--- src/rtl/uart_rx_deframer.sv ---
// uart_rx_deframer: oversampled UART receive stage.
// Synchronises rx_i, times each bit with a programmable divider, deframes
// 5-8 data bits LSB-first with optional even parity and 1/2 stop bits, and
// presents each byte on a valid/ready handshake with per-frame and sticky
// error flags.
// Optional build macro UART_RX_MAJORITY_EN: each bit is the 2-of-3 majority
// of rxs at timer counts 1, 0 and the cycle after 0 (one cycle more latency).
module uart_rx_deframer #(
  parameter int DIV_WIDTH   = 16,
  parameter int SYNC_STAGES = 2
) (
  input  logic                 CLK,
  input  logic                 RST,
  input  logic                 rx_i,
  input  logic [DIV_WIDTH-1:0] cfg_div,
  input  logic [1:0]           cfg_bits,
  input  logic                 cfg_parity_en,
  input  logic                 cfg_stop_bits,
  output logic [7:0]           rx_data,
  output logic                 rx_valid,
  input  logic                 rx_ready,
  output logic                 rx_perr,
  output logic                 rx_ferr,
  output logic                 parity_err_o,
  output logic                 frame_err_o,
  output logic                 overrun_o,
  input  logic                 clr_err_i,
  output logic                 busy_o
);

  typedef enum logic [2:0] {IDLE, START, DATA, PARITY, STOP1, STOP2, WAIT_HIGH} state_t;

  state_t                 state, state_nx;
  logic [SYNC_STAGES-1:0] sync_q;
  logic                   rxs;
  logic [DIV_WIDTH-1:0]   div_eff, div_q, cnt;
  logic [1:0]             bits_q;
  logic                   par_q, stop2_q;
  logic [2:0]             idx_q;
  logic [7:0]             data_q;
  logic                   perr_q, ferr_q;
  logic                   start_det, timing, tick, sample, last_bit;
  logic                   done, done_ferr, accept;

  assign rxs       = sync_q[SYNC_STAGES-1];
  assign div_eff   = (cfg_div < DIV_WIDTH'(4)) ? DIV_WIDTH'(4) : cfg_div;
  assign start_det = (state == IDLE) && !rxs;
  assign timing    = (state == START) || (state == DATA) || (state == PARITY) ||
                     (state == STOP1) || (state == STOP2);
  assign last_bit  = (idx_q == ({1'b0, bits_q} + 3'd4));
  assign accept    = rx_valid & rx_ready;
  assign busy_o    = (state != IDLE);

  // Line synchroniser; idles high so reset never looks like a start bit.
  always_ff @(posedge CLK) begin
    if (RST) sync_q <= '1;
    else     sync_q <= {sync_q[SYNC_STAGES-2:0], rx_i};
  end

  // Latch frame configuration on start detection so mid-frame changes wait.
  always_ff @(posedge CLK) begin
    if (RST) begin
      div_q   <= DIV_WIDTH'(4);
      bits_q  <= '0;
      par_q   <= 1'b0;
      stop2_q <= 1'b0;
    end else if (start_det) begin
      div_q   <= div_eff;
      bits_q  <= cfg_bits;
      par_q   <= cfg_parity_en;
      stop2_q <= cfg_stop_bits;
    end
  end

  // Bit timer: half period to the start-bit midpoint, full periods afterwards.
  always_ff @(posedge CLK) begin
    if (RST)                 cnt <= '0;
    else if (start_det)      cnt <= (div_eff >> 1) - DIV_WIDTH'(1);
    else if (timing) begin
      if (cnt == '0)         cnt <= div_q - DIV_WIDTH'(1);
      else                   cnt <= cnt - DIV_WIDTH'(1);
    end
  end

`ifdef UART_RX_MAJORITY_EN
  logic s1_q, s0_q, pend_q;
  // Capture the two early votes; the bit resolves one cycle after count 0
  // while the timer keeps its period, so every later bit shifts by one cycle.
  always_ff @(posedge CLK) begin
    if (RST) begin
      s1_q   <= 1'b1;
      s0_q   <= 1'b1;
      pend_q <= 1'b0;
    end else begin
      pend_q <= timing && (cnt == '0);
      if (cnt == DIV_WIDTH'(1)) s1_q <= rxs;
      if (cnt == '0)            s0_q <= rxs;
    end
  end
  assign tick   = pend_q && timing;
  assign sample = (s1_q & s0_q) | (s1_q & rxs) | (s0_q & rxs);
`else
  assign tick   = timing && (cnt == '0);
  assign sample = rxs;
`endif

  // State register.
  always_ff @(posedge CLK) begin
    if (RST) state <= IDLE;
    else     state <= state_nx;
  end

  // Next-state logic and frame completion detect.
  always_comb begin
    state_nx  = state;
    done      = 1'b0;
    done_ferr = 1'b0;
    case (state)
      IDLE:      if (!rxs) state_nx = START;
      START:     if (tick) state_nx = sample ? IDLE : DATA;
      DATA:      if (tick && last_bit) state_nx = par_q ? PARITY : STOP1;
      PARITY:    if (tick) state_nx = STOP1;
      STOP1:     if (tick) begin
                   if (stop2_q) state_nx = STOP2;
                   else begin
                     done      = 1'b1;
                     done_ferr = ~sample;
                   end
                 end
      STOP2:     if (tick) begin
                   done      = 1'b1;
                   done_ferr = ferr_q | ~sample;
                 end
      WAIT_HIGH: if (rxs) state_nx = IDLE;
      default:   state_nx = IDLE;
    endcase
    // A framing error with the line still low is a break: hold until it rises.
    if (done) state_nx = (done_ferr && !rxs) ? WAIT_HIGH : IDLE;
  end

  // Shift data bits in, evaluate parity and the first stop bit.
  always_ff @(posedge CLK) begin
    if (RST) begin
      data_q <= '0;
      idx_q  <= '0;
      perr_q <= 1'b0;
      ferr_q <= 1'b0;
    end else if (start_det) begin
      data_q <= '0;
      idx_q  <= '0;
      perr_q <= 1'b0;
      ferr_q <= 1'b0;
    end else if (tick) begin
      case (state)
        DATA: begin
          data_q[idx_q] <= sample;
          idx_q         <= idx_q + 3'd1;
        end
        PARITY:  perr_q <= sample ^ (^data_q);
        STOP1:   ferr_q <= ~sample;
        default: ;
      endcase
    end
  end

  // Output holding register, handshake and sticky flags (set beats clear).
  always_ff @(posedge CLK) begin
    if (RST) begin
      rx_data      <= '0;
      rx_valid     <= 1'b0;
      rx_perr      <= 1'b0;
      rx_ferr      <= 1'b0;
      parity_err_o <= 1'b0;
      frame_err_o  <= 1'b0;
      overrun_o    <= 1'b0;
    end else begin
      if (done && (!rx_valid || accept)) begin
        rx_data  <= data_q;
        rx_perr  <= perr_q;
        rx_ferr  <= done_ferr;
        rx_valid <= 1'b1;
      end else if (accept) begin
        rx_valid <= 1'b0;
      end
      if (done && perr_q)                    parity_err_o <= 1'b1;
      else if (clr_err_i)                    parity_err_o <= 1'b0;
      if (done && done_ferr)                 frame_err_o  <= 1'b1;
      else if (clr_err_i)                    frame_err_o  <= 1'b0;
      if (done && rx_valid && !accept)       overrun_o    <= 1'b1;
      else if (clr_err_i)                    overrun_o    <= 1'b0;
    end
  end

endmodule

--- config.mk ---
export PLATFORM = sky130hd
export DESIGN_NAME = uart_rx_deframer
export DESIGN_NICKNAME = d
export VERILOG_FILES = /design/src/rtl/uart_rx_deframer.sv
export SDC_FILE = /design/constraint.sdc
export NUM_CORES = 1
export LEC_CHECK = 0
export CAP_MARGIN = 20
export CORE_ASPECT_RATIO = 0.75
export CORE_MARGIN = 3
export CORE_UTILIZATION = 40
export DETAILED_ROUTE_END_ITERATION = 8
export SLEW_MARGIN = 20
export SYNTH_ARGS = -nofsm -noshare
export SYNTH_HDL_FRONTEND = slang
export SYNTH_SLANG_ARGS = --single-unit
--- constraint.sdc ---
create_clock -name CLK -period 3.5 [get_ports CLK]
set_input_delay 0.7 -clock CLK [delete_from_list [all_inputs] [get_ports CLK]]
set_output_delay 0.7 -clock CLK [all_outputs]
set_load 0.02 [all_outputs]
* After elaboration in Yosys (flattened, before gate mapping) *
Index checks and enable logic that the tools add are counted.

cells by class
  add/sub/neg operators = 5
  magnitude comparators = 3
  equal/unequal tests = 15
  muxes and demuxes = 33
  bitwise logic cells = 4
  reductions and logical operators = 32

operators with widths
  kind                     number
  $mux W16                 4
  $sub A16 B1 Y16 const B  2
  $mux W3                  10
  $pmux W3 S7              1
  $ne A3 B3 Y1 const B     6
  $logic_not A16 Y1        1
  $lt A16 B3 Y1 const B    1
  $sub A15 B1 Y16 const B  1
  $mux W1                  13
  $logic_and A1 B1 Y1      10
  $reduce_bool A2 Y1       5
  $eq A3 B3 Y1 const B     3
  $bwmux W8                1
  $reduce_and A8 Y1        1
  $reduce_xor A8 Y1        1
  $eq A3 B2 Y1 const B     2
  $reduce_and A2 Y1        3
  $logic_or A1 B1 Y1       5
  $lt A3 B4 Y1 const B     1
  $pmux W1 S2              2
  $add A2 B3 Y3 const B    1
  $add A3 B1 Y3 const B    1
  $demux W1 S3             1
  $eq A3 B1 Y1 const B     1
  other kinds (13)         15

storage, ports and cells
  register bits = 68
  bits of input ports = 25
  output and inout bits = 15
  word-level logic and storage cells = 110

* Longest topological paths before layout *
  word-level depth = 11
  depth in mapped cells = 10
  gate-level depth less buffers = 9

* Worst setup path before layout *
No wires, ideal clock.

  path type = reg-to-reg
  start point = reg sync_q[1]
  end point = reg cnt[6]
  library setup time = 0.086 ns
  data arrival time = 2.591 ns
  data required time = 3.414 ns
  slack = 0.824 ns
  stages on the path, launching flop included = 10
  path buffers = 1
  period minus slack after synthesis = 2.676 ns
  path through = dfxtp_1 > buf_6 > or4_4 > and2_4 > a222oi_1 > ha_1 > o21ai_0 > or2_2 > xor2_1 > a211oi_1

on the way
  cells in the longest elaborated chain, start to end = 3
  elaborated cells on any way between the ends = 4
  those cells by class = 1 x mux; 3 x reduce/logical

RTL lines
  what                                                   line  text
  from (decl)                                            34    logic [SYNC_STAGES-1:0] sync_q;
  from (signal assigned)                                 57    else sync_q <= {sync_q[SYNC_STAGES-2:0], rx_i};
  $logic_not A1 Y1 (*)                                   47    assign start_det = (state == IDLE) && !rxs;
  $logic_and A1 B1 Y1 (*)                                47
  $mux W16 / $reduce_bool A2 Y1 (equally long branches)  n/a
  to (signal assigned)                                   78    else if (start_det) cnt <= (div_eff >> 1) - DIV_WIDTH'(1);
  to (signal assigned)                                   80    if (cnt == '0) cnt <= div_q - DIV_WIDTH'(1);
  to (signal assigned)                                   81    else cnt <= cnt - DIV_WIDTH'(1);
  to (decl)                                              36    logic [DIV_WIDTH-1:0] div_eff, div_q, cnt;

Mark *: on every way between the ends. The rest lies on a longest branch, timed or not.
A chain may end at the register's enable or synchronous reset.

* Final worst setup path *
  start point = in cfg_div[12]
  end point = reg cnt[14]

on the way
  cells in the longest elaborated chain, start to end = 4

RTL lines
  what                 line  text
  from (decl)          15    input logic [DIV_WIDTH-1:0] cfg_div,
  $lt A16 B3 Y1        46    assign div_eff = (cfg_div < DIV_WIDTH'(4)) ? DIV_WIDTH'(4) : cfg_div;
  $mux W16 (*)         46
  $sub A15 B1 Y16 (*)  78
  $mux W16 (*)         78

Marked as above.

==> flow_metrics.py <==
metrics = {
    "clock_tree": {
        "cts_max_path_buffers": 2,
        "worstSkewPairLatency_ns": 0.33,
        "h-tree-depth": 3,
        "cts_tree": "yes",
        "ctsHoldBuffers": 0,
        "postCtsSetupBuffers": 0,
        "cts_resized": 0,
        "clkSlewWorstSetupHoldPaths_ns": 0.07,
        "numCtsBuffers": 9,
        "clock-sinks": 68,
        "clockRootBuffer": "clkbuf_8",
    },
    "global_routing": {
        "grt_pass1_vias": 2725,
        "antenna_found_initial": 0,
        "grt.overflow.total": 0,
        "grtUsageTotal_pct": 17.6,
        "grt_max_degree": 56,
        "grt_pass1_wl_um": 13600,
    },
    "timing": {
        "worstMarginPinSlew_ns": 0.746,
        "setup_violations": 0,
        "finalHoldViolCount": 0,
        "period_share_pct": 91.6,
        "rsz0062_at_grt": "no",
        "slew_headroom_pct": 49.8,
        "timing.fmax_ghz": 0.312,
        "final.setup.tns_ns": 0,
        "finClkSkew_ns": 0.00878,
        "slew_viol_final": 0,
        "fin_crit_ns": 3.20,
    },
    "layout": {
        "area_delta_synth_final_pct": 20.6,
        "diodes": 0,
        "final_cell_mix": "dfxtp_1 (68), nor2_1 (58), nand2_1 (55), a21oi_1 (51), clkdlybuf4s50_1 (38)",
        "drive_gt1_share_pct": 8.94,
        "fin_cells": 575,
        "final_nets": 493,
        "layout_commonest_cell": "dfxtp_1",
        "utilization_pct": 50.4,
    },
    "critical_path": {
        "crit_fanout": 4,
        "r2r-end": "cnt[14]",
        "endpoint_kind": "register",
        "rrSetupSlack_ns": 0.49,
        "crit_arrival_ns": 3.46,
        "critPathRequiredTime_ns": 3.75,
        "crit_type": "in2reg",
        "r2r_cells": 9,
        "r2r-start": "sync_q[1]",
        "critPathLaunchType": "input port",
    },
    "job": {
        "cap_violations": 0,
    },
    "route": {
        "vias": 3100,
        "final_antenna_net_count": 0,
        "vias_per_cell": 5.39,
        "drc": 0,
        "firstDrtPassIters": 4,
        "avgRoutedWirePerCell_um": 14.3,
        "wl_um": 8240,
        "drt_iter0_drc": 167,
    },
    "synthesis": {
        "synth_top_family_by_area": "simple AND/OR/NAND/NOR gates",
        "muxShareOfSynthArea_pct": 3.32,
        "synth_warnings": 0,
        "syn_area_sq_um": 3350,
        "yosysSeqAreaShare_pct": 40.6,
        "synth_compound_gate_area_share_pct": 21.1,
        "synth_nets": 457,
        "synth_cells": 430,
        "ys_seq_elements": 68,
        "postSynthAreaPerCell_sq_um": 7.79,
        "async_reset_ff_share_pct": 0,
        "synth.distinct_cells": 48,
        "synth-simple-area-share_pct": 24.5,
        "synth_ff_type": "dfxtp_1",
        "synth-xor-area-share_pct": 5.75,
        "synth_edf_count": 0,
        "synthAdderAreaFrac_pct": 0.747,
    },
    "pwr": {
        "power_mw": 1.95,
        "power.ir.vdd_worst_mv": 0.279,
        "comb_power_share_pct": 26.3,
        "p_int_mw": 1.33,
        "seq_power_share_pct": 44.6,
        "switchingPower_mw": 0.627,
        "p_leak_nw": 1.38,
        "power.density_nw_per_um2": 483,
        "p_sw_share_pct": 32.1,
        "clockPowerShare_pct": 29.1,
    },
    "die": {
        "rows": 28,
        "start_util_pct": 41.8,
        "coreArea_sq_um": 8020,
        "fp.dieH_um": 85.3,
        "die_w_um": 112,
        "die-area_sq_um": 9520,
        "io_pins": 40,
    },
    "hold_path": {
        "min_path_type": "reg2reg",
        "hold_end": "sync_q[1]",
        "hold_start": "sync_q[0]",
        "worstHoldPathCells": 1,
    },
    "status": {
        "status": "complete, no violations",
    },
    "placement": {
        "dpl.cell_count": 560,
        "io_buffers": 39,
        "dp_hpwl_um": 5900,
        "place.gp.congestion": 0.883,
    },
}
[power groups by stage]
stage / registers (mW) / logic [mW] / clock network, mW
finish: 0.871 / 0.513 / 0.569
global route: 0.877 / 0.567 / 0.618
CTS: 0.870 / 0.508 / 0.590
detailed placement: 0.887 / 0.505 / 0
global placement: 0.888 / 0.500 / 0
floorplan: 0.873 / 0.370 / 0
[worst max-delay path by stage]
stage                           start  depth (start not counted)       to  slack [ns]
after floorplan             sync_q[1]                          9   cnt[6]        0.82
after global placement    cfg_div[12]                          9  cnt[12]        0.11
after detailed placement  cfg_div[12]                          9  cnt[14]        0.01
after CTS                 cfg_div[12]                          9  cnt[14]        0.37
after global routing      cfg_div[12]                          9  cnt[12]        0.04
final                     cfg_div[12]                          9  cnt[14]        0.30
[Yosys cell counts (4+ instances only)]
cell type,n,share of area (%)
nor3_1,15,2.2
xnor2_1,16,4.2
o21ai_0,20,3.0
nor2_1,58,6.5
a211oi_1,17,3.8
clkbuf_1,24,2.7
nand2b_1,5,0.93
a21oi_1,52,7.8
mux2i_1,10,3.0
nor4_1,7,1.3
nand4_1,5,0.93
nand2_1,55,6.2
dfxtp_1,68,41
a31oi_1,4,0.75
inv_1,6,0.67
or2_2,6,1.1
nand3_1,10,1.5
xor2_1,6,1.6
or3_1,4,0.75
[cell families (layout without fill, tap and decap cells)]
family          after synthesis  after routing
mux                          11             11
fa+ha+maj                     2              2
compound gates              116            116
flops                        68             68
buf+inv                      33             73
xor+xnor                     22             22
simple gates                178            178
[per-stage QoR]
step | hold slack [ns] | instance area, sq um | worst slack, ns
6_report | 0.409 | 4040 | 0.295
5_1_grt | 0.439 | 4040 | 0.0396
4_1_cts | 0.415 | 4040 | 0.365
3_5_place_dp | 0.397 | 3870 | 0.0133
3_3_place_gp | 0.396 | 3870 | 0.113
2_1_floorplan | 0.389 | 3350 | 0.824
[worst max-delay path, stage by stage]
cell and delay, ns:
clkdlybuf4s50_1 0.44, nor4_1 0.47, a41oi_1 0.28, a222oi_1 0.37, ha_1 0.33, o221ai_1 0.28, nor3_1 0.27, xnor2_1 0.10
a211oi_1 0.21
[layout make-up]
cell class                      count  area, sq um
Fill cell                         811         3980
Multi-Input combinational cell    329         1870
Sequential cell                    68         1360
Timing Repair Buffer               52          483
Clock buffer                       13          159
Tap cell                          105          131
Inverter                            6         22.5
Clock inverter                      2         10.0
[sequential cells by signal, summed over array words and instances (netlist names)]
register,cells
cnt,16
div_q,16
data_q,8
rx_data,8
idx_q,3
state,3
bits_q,2
sync_q,2
ferr_q,1
frame_err_o,1
overrun_o,1
par_q,1
parity_err_o,1
perr_q,1
rx_ferr,1
rx_perr,1
rx_valid,1
stop2_q,1
[layer usage]
layer / wire length [um] / part of all wire, % / track usage, % / up-vias
met4: 52 / 0.63 / 5.19 / 0
met2: 3210 / 39 / 23.3 / 89
li1: - / - / - / 1592
met3: 550 / 6.7 / 4.13 / 4
met5: 0 / 0 / 0 / -
met1: 4430 / 54 / 27.5 / 1415
(Power assumes the default switching activity.)
